<file path="config.mk">
export PLATFORM = sky130hd
export DESIGN_NAME = lucas_seq_flat
export DESIGN_NICKNAME = d
export VERILOG_FILES = /design/src/rtl/lucas_seq_if.sv /design/src/rtl/lucas_seq.sv /design/src/flat_wrapper.sv
export SDC_FILE = /design/constraint.sdc
export NUM_CORES = 1
export LEC_CHECK = 0
export ABC_CLOCK_PERIOD_IN_PS = 7700
export BUFFER_PORTS_ARGS = -buffer_cell sky130_fd_sc_hd__buf_2
export CAP_MARGIN = 15
export CORE_UTILIZATION = 55
export CTS_CLUSTER_SIZE = 16
export DETAILED_ROUTE_END_ITERATION = 6
export MAX_ROUTING_LAYER = met4
export PLACE_DENSITY = 0.82
export SLEW_MARGIN = 20
export SYNTH_ARGS = -nofsm -noshare
export SYNTH_HDL_FRONTEND = slang
export SYNTH_SLANG_ARGS = --single-unit
</file>
<file path="constraint.sdc">
create_clock -name clk -period 7.7 [get_ports clk]
set_clock_uncertainty 0.15 [all_clocks]
set_input_delay 0.385 -clock clk [delete_from_list [all_inputs] [get_ports clk]]
set_output_delay 0.385 -clock clk [all_outputs]
set_load 0.01 [all_outputs]
</file>
<file path="src/rtl/lucas_seq_if.sv">
// Request/result bundle for the generalised Lucas-sequence engine.
interface lucas_seq_if #(
    parameter int INPUT_WIDTH  = 6,
    parameter int OUTPUT_WIDTH = 32
);
    logic                    go;
    logic [INPUT_WIDTH-1:0]  n;
    logic [OUTPUT_WIDTH-1:0] seed0;
    logic [OUTPUT_WIDTH-1:0] seed1;
    logic [OUTPUT_WIDTH-1:0] result;
    logic                    overflow;
    logic                    done;
    logic                    busy;

    // Requester side: issues go/n/seeds and consumes the result.
    modport master (
        output go, n, seed0, seed1,
        input  result, overflow, done, busy
    );

    // Engine side.
    modport slave (
        input  go, n, seed0, seed1,
        output result, overflow, done, busy
    );
endinterface

</file>
<file path="src/rtl/lucas_seq.sv">
// Iterative T(k) = T(k-1) + T(k-2) engine with programmable seeds.
// One addition per clock; optional saturation on overflow.
module lucas_seq #(
    parameter int INPUT_WIDTH  = 6,
    parameter int OUTPUT_WIDTH = 32,
    parameter bit SATURATE     = 1'b0
) (
    input  logic        clk,
    input  logic        rst,
    lucas_seq_if.slave  bus
);

    typedef enum logic [1:0] {
        S_IDLE    = 2'd0,
        S_COMPUTE = 2'd1,
        S_DONE    = 2'd2
    } state_t;

    state_t                  state_q, state_d;
    logic [INPUT_WIDTH-1:0]  n_q, n_d;
    logic [INPUT_WIDTH-1:0]  cnt_q, cnt_d;
    logic [OUTPUT_WIDTH-1:0] x_q, x_d;
    logic [OUTPUT_WIDTH-1:0] y_q, y_d;
    logic [OUTPUT_WIDTH-1:0] result_q, result_d;
    logic                    ovf_q, ovf_d;

    // One bit wider than the operands so the carry is visible.
    logic [OUTPUT_WIDTH:0]   sum;
    logic                    ovf_next;

    // Next-state and datapath: latch on go, step x/y once per cycle, load result on exit.
    always_comb begin
        // NOTE: every signal gets a default first so no path leaves it unassigned (no latch).
        state_d  = state_q;
        n_d      = n_q;
        cnt_d    = cnt_q;
        x_d      = x_q;
        y_d      = y_q;
        result_d = result_q;
        ovf_d    = ovf_q;

        sum      = {1'b0, x_q} + {1'b0, y_q};
        ovf_next = ovf_q | sum[OUTPUT_WIDTH];

        case (state_q)
            S_IDLE, S_DONE: begin
                if (bus.go) begin
                    n_d     = bus.n;
                    x_d     = bus.seed0;
                    y_d     = bus.seed1;
                    cnt_d   = INPUT_WIDTH'(1);
                    ovf_d   = 1'b0;
                    state_d = S_COMPUTE;
                end
            end
            S_COMPUTE: begin
                // cnt never passes n_q, so it cannot wrap even for n = all-ones.
                if (cnt_q >= n_q) begin
                    // With n = 0 no addition ran, so x still holds seed0.
                    result_d = (n_q == '0) ? x_q : y_q;
                    state_d  = S_DONE;
                end else begin
                    ovf_d = ovf_next;
                    x_d   = y_q;
                    y_d   = (SATURATE && ovf_next) ? '1 : sum[OUTPUT_WIDTH-1:0];
                    cnt_d = cnt_q + INPUT_WIDTH'(1);
                end
            end
            default: state_d = S_IDLE;
        endcase
    end

    // State register with asynchronous active-high reset.
    always_ff @(posedge clk or posedge rst) begin
        // NOTE: sequential state uses non-blocking assignments so all flops update together.
        if (rst) begin
            state_q  <= S_IDLE;
            n_q      <= '0;
            cnt_q    <= '0;
            x_q      <= '0;
            y_q      <= '0;
            result_q <= '0;
            ovf_q    <= 1'b0;
        end else begin
            state_q  <= state_d;
            n_q      <= n_d;
            cnt_q    <= cnt_d;
            x_q      <= x_d;
            y_q      <= y_d;
            result_q <= result_d;
            ovf_q    <= ovf_d;
        end
    end

    assign bus.result   = result_q;
    assign bus.overflow = ovf_q;
    assign bus.done     = (state_q == S_DONE);
    assign bus.busy     = (state_q == S_COMPUTE);

endmodule

</file>
<file path="src/flat_wrapper.sv">
// flat-port wrapper written by rule: the top's interface ports become plain ports
module lucas_seq_flat 
#(
    parameter int INPUT_WIDTH  = 6,
    parameter int OUTPUT_WIDTH = 32,
    parameter bit SATURATE     = 1'b0
)
  (clk, rst, bus_go, bus_n, bus_seed0, bus_seed1, bus_result, bus_overflow, bus_done, bus_busy);
  lucas_seq_if #(.INPUT_WIDTH(INPUT_WIDTH), .OUTPUT_WIDTH(OUTPUT_WIDTH)) bus_i ();
  input  logic clk;
  input  logic rst;
  input wire logic [$bits(bus_i.go)-1:0] bus_go;
  input wire logic [$bits(bus_i.n)-1:0] bus_n;
  input wire logic [$bits(bus_i.seed0)-1:0] bus_seed0;
  input wire logic [$bits(bus_i.seed1)-1:0] bus_seed1;
  output wire logic [$bits(bus_i.result)-1:0] bus_result;
  output wire logic [$bits(bus_i.overflow)-1:0] bus_overflow;
  output wire logic [$bits(bus_i.done)-1:0] bus_done;
  output wire logic [$bits(bus_i.busy)-1:0] bus_busy;
  assign bus_i.go = bus_go;
  assign bus_i.n = bus_n;
  assign bus_i.seed0 = bus_seed0;
  assign bus_i.seed1 = bus_seed1;
  assign bus_result = bus_i.result;
  assign bus_overflow = bus_i.overflow;
  assign bus_done = bus_i.done;
  assign bus_busy = bus_i.busy;
  lucas_seq #(.INPUT_WIDTH(INPUT_WIDTH), .OUTPUT_WIDTH(OUTPUT_WIDTH), .SATURATE(SATURATE)) u_core (.clk(clk), .rst(rst), .bus(bus_i));
endmodule
</file>
# ---- Word-level counts from Yosys, hierarchy flattened
# Cells that the tools add are included.
dict set report classes {
  n_addsub 2
  mul 0
  div 0
  n_lt_le_gt_ge 1
  eq_ne 5
  shift 0
  mux 16
  bitwise_logic 1
  n_reduce_logical 8
}
# op n
set ops {}
lappend ops {{$mux 32} 5}
lappend ops {{$pmux 32 s2} 2}
lappend ops {{$add 32x32->33} 1}
lappend ops {{$mux 6} 2}
lappend ops {{$pmux 6 s2} 1}
lappend ops {{$add 6x1->6 const B} 1}
lappend ops {{$ge 6x6->1} 1}
lappend ops {{$logic_not 6->1} 1}
lappend ops {{$reduce_and 2->1} 3}
lappend ops {{$mux 2} 2}
lappend ops {{$ne 2x2->1 const B} 2}
lappend ops {{$pmux 2 s2} 1}
lappend ops {{$reduce_and 3->1} 1}
lappend ops {{$eq 2x1->1 const B} 1}
lappend ops {{$eq 2x2->1 const B} 1}
lappend ops {{$logic_not 2->1} 1}
lappend ops {{$mux 1} 2}
lappend ops {{$ne 2x1->1 const B} 1}
lappend ops {{$pmux 1 s2} 1}
lappend ops {{$reduce_bool 2->1} 1}
lappend ops {{$reduce_or 2->1} 1}
lappend ops {{$or 1x1->1} 1}
dict set report totals {
  ff_bits 111
  latch_bits 0
  ramBits 0
  rom_bits 0
  in_bits 73
  output_inout_bits 35
  memories 0
}

# ---- Longest topological paths before layout
dict set report logic_depth {
  word_depth 4
  ltp_mapped 14
}

# ---- Worst setup path before layout
# OpenSTA, ideal clock, no wires.
dict set report synth_path {
  kind {register to register}
  start {register u_core.y_q[0]}
  end {register u_core.ovf_q (netlist: u_core.bus.overflow)}
  setup_ns 0.120
  t_arrival_ns 2.305
  t_required_ns 7.430
  slack_ns 5.125
  path_stages_with_launch 11
  path_buffers 0
  period_less_slack_ns 2.575
  cell_sequence {dfrtp_1 > ha_1 > fa_1 > a21oi_1 > nor2_1 > and4bb_2 > o21ai_0 > nand3_1 > nand3_1 > a21bo_2 > a41o_1}
}
dict set report synth_between {
  elab_chain_cells 4
}
# element line_no
set synth_rtl {}
lappend synth_rtl {{start: declaration} lucas_seq.sv:23} ;# logic [OUTPUT_WIDTH-1:0] y_q, y_d;
lappend synth_rtl {{start signal: assignment} lucas_seq.sv:89} ;# y_q <= y_d;
lappend synth_rtl {{$add 32x32->33} lucas_seq.sv:42} ;# sum = {1'b0, x_q} + {1'b0, y_q};
lappend synth_rtl {{$or 1x1->1} lucas_seq.sv:43} ;# ovf_next = ovf_q | sum[OUTPUT_WIDTH];
lappend synth_rtl {{$mux 1} lucas_seq.sv:58} ;# if (cnt_q >= n_q) begin
lappend synth_rtl {{$pmux 1 s2} lucas_seq.sv:45} ;# case (state_q)
lappend synth_rtl {{end signal: assignment} lucas_seq.sv:91} ;# ovf_q <= ovf_d;
lappend synth_rtl {{end: declaration} lucas_seq.sv:25} ;# logic ovf_q, ovf_d;
# No other way between the ends. The select of a mux whose other input is x is not followed.
# A chain may end at the register's enable or synchronous reset.

# ---- Worst setup path after layout
dict set report layout_path {
  start {register u_core.cnt_q[0]}
  end {register u_core.x_q[11]}
}
dict set report layout_between {
  elab_chain_cells 3
}
# element line_no
set layout_rtl {}
lappend layout_rtl {{start: declaration} lucas_seq.sv:21} ;# logic [INPUT_WIDTH-1:0] cnt_q, cnt_d;
lappend layout_rtl {{start signal: assignment} lucas_seq.sv:87} ;# cnt_q <= cnt_d;
lappend layout_rtl {{$ge 6x6->1} lucas_seq.sv:58}
lappend layout_rtl {{$ne 2x2->1 (no source line)} n/a}
lappend layout_rtl {{$reduce_and 3->1 (no source line)} n/a}
lappend layout_rtl {{end signal: assignment} lucas_seq.sv:80} ;# x_q <= '0;
lappend layout_rtl {{end signal: assignment} lucas_seq.sv:88} ;# x_q <= x_d;
lappend layout_rtl {{end: declaration} lucas_seq.sv:22} ;# logic [OUTPUT_WIDTH-1:0] x_q, x_d;
# No other way between the ends.

==> reports/metrics.yaml <==
synth_edf_count: 0
use_met1_pct: 36.2
synthArstFlopShare_pct: 100
slew_viol_final: 0
post-place-cells: 977
netlist_area_sq_mm: 0.00665
fp.dieH_microns: 112
ys.flop_type: "dfrtp_1"
gp_congestion: 0.901
hold_class: "in2reg"
rsz0062_at_grt: "false"
viasPerCell: 5.71
crit_arrival_ns: 3.79
drt_wl_total_mm: 15.6
tritoncts.num_buffers: 9
die_x_microns: 112
cp-start-kind: "register"
drc: 7
maxCapViolCount: 0
synth.top_cell.area_share_pct: 41.8
violations: "design-rule violations"
antenna_cells: 0
place_hpwl_mm: 10.9
pre_cts_slack_ns: 4.09
avgSynthCellArea_sq_um: 8.75
worstHoldStart: "bus_n[4]"
clock_latency_ns: 0.36
status: "finished with violations"
worstSetupPathType: "reg2reg"
cts_tree: "yes"
hold_violations: 0
core_area_sq_mm: 0.0116
io_pins: 108
placed_cell_area_sq_mm: 0.00727
grt_busiest_layer: "met2"
cts_buffer_depth: 2
cts.sinks: 111
path_max_fanout: 60
fin_crit_ns: 3.67
grt_pass1_wl_mm: 26.3
max_freq_ghz: 0.272
grt_overflow: 0
dieArea_sq_mm: 0.0125
synth.most_common_cell: "nand2_1"
slew_headroom_pct: 38.2
use_met3_pct: 3.27
use_met2_pct: 42.2
yosys_warnings: 0
root_buffer: "clkbuf_16"
r2r-start: "u_core.cnt_q[0]"
synth_area_leaders: "dfrtp_1 42%, ha_1 7.3%, nand2_1 6.7%, nor2_1 5.9%, mux2i_1 5.3%"
synth-seq-cells: 111
rr_worst_depth: 12
holdPathStages: 3
fp-row-count: 39
yosys.area.top_type: "dfrtp_1"
grt_max_degree: 75
tightestPinTransition_ns: 0.927
fin_tns_setup_ns: 0
drt_iter0_markers: 311
timing.rr.end: "u_core.x_q[11]"
dr.pass1.iters: 7
grt_pass1_vias: 5415
area_growth_pct: 13.7
synth_common_cells: "118 x nand2_1, 111 x dfrtp_1, 105 x nor2_1"
finalSetupViolCount: 0
final_cells: 993
postCtsSetupBuffers: 0
postSynthCellCount: 760
hold_buffers: 1
vias: 5674
cts.clk_slew.worst_paths_ns: 0.07
antenna_found_initial: 0
start_util_pct: 57.3
setup_slack_ns: 4.03
synth.distinct_cells: 61
nets: 959
rrSetupSlack_ns: 4.03
cts_resized: 0
seq_area_frac_synth_pct: 41.8
track_usage_pct: 26.9
fin_area_sq_mm: 0.00756
final.fill_count: 1012
io_buffer_count: 107
cp-end-kind: "register"
min_to: "u_core.n_q[4]"
ctsHtreeMaxLevel: 3
syn_nets: 873
antenna_left: 0
routedWlPerCell_microns: 15.7
crit_required_ns: 7.82
finalCritPeriodShare_pct: 47.7
drive_gt1_share_pct: 17.5
==> worst max-delay path, stage by stage (launching register included) <==
cell and delay (ns):
dfrtp_1 0.41, inv_1 0.06, ha_1 0.27, nand2b_1 0.14, a21o_1 0.17, a21o_1 0.19
a211oi_2 0.27, o21a_1 0.55, nor2_2 0.08, inv_2 0.42, buf_4 0.57, nor2_1 0.09
a31oi_1 0.18
==> how the worst max path moves through the flow <==
stage	slack (ns)	end	from
floorplan	4.23	u_core.bus.overflow	rst
CTS	4.06	u_core.x_q[9]	u_core.cnt_q[0]
global route	3.75	u_core.x_q[31]	u_core.cnt_q[0]
finish	4.03	u_core.x_q[11]	u_core.cnt_q[0]
global placement	4.20	u_core.x_q[0]	u_core.cnt_q[0]
detailed placement	4.09	u_core.x_q[9]	u_core.cnt_q[0]
==> cell type report <==
class / count / area, sq um / share of cell area, %
timing repair buffer: 116 / 618 / 8.17
clock inverter: 3 / 45.0 / 0.596
multi-input combinational: 590 / 3630 / 48.1
clock buffer: 12 / 236 / 3.13
inverter: 18 / 70.1 / 0.927
tap: 143 / 179 / 2.37
sequential: 111 / 2780 / 36.7
==> cells by family (layout without fill, tap and decap cells) <==
| kind of cell | after synthesis | in the layout | share of synthesized area, % |
|---|---|---|---|
| and+or+nand+nor | 277 | 277 | 17.6 |
| AOI/OAI and AO/OA | 209 | 209 | 20.1 |
| DFF | 111 | 111 | 41.8 |
| buffers and inverters | 59 | 149 | 3.78 |
| adders and majority gates | 40 | 40 | 7.64 |
| muxes | 36 | 36 | 5.44 |
| xor gates and xnor gates | 28 | 28 | 3.69 |
==> registers in the layout, indices dropped and copies added, names as in the netlist <==
register and cells:
u_core.bus.result 32, u_core.x_q 32, u_core.y_q 32, u_core.cnt_q 6, u_core.n_q 6, u_core.state_q 2
u_core.bus.overflow 1
==> per-stage QoR <==
stage	utilization, %	hold WS (ns)
after floorplan	-	0.337
after global placement	62.4	0.292
after detailed placement	62.6	0.289
after CTS	65.1	0.0838
after global routing	65.1	0.110
final	65.1	0.0912
==> per-layer routing <==
| metal | vias to the layer above | share of wire (%) | wire length (microns) |
|---|---|---|---|
| met3 | 24 | 4.1 | 641 |
| met5 | - | 0 | 0 |
| met4 | 0 | 2.0 | 310 |
| met2 | 139 | 48 | 7400 |
| li1 | 2849 | - | - |
| met1 | 2662 | 46 | 7210 |
==> placed cells by master, fill, tap and decap left out, drive strengths merged, types with 18 or more instances in the layout <==
cell type,instances
dfrtp,111
nand2,118
a31oi,48
a21oi,69
nor2,106
buf,115
o21ai,41
inv,18
mux2i,35
ha,39
Power is not shown: default switching activity piles up to over one toggle a cycle in this logic, so the estimate is an artifact.
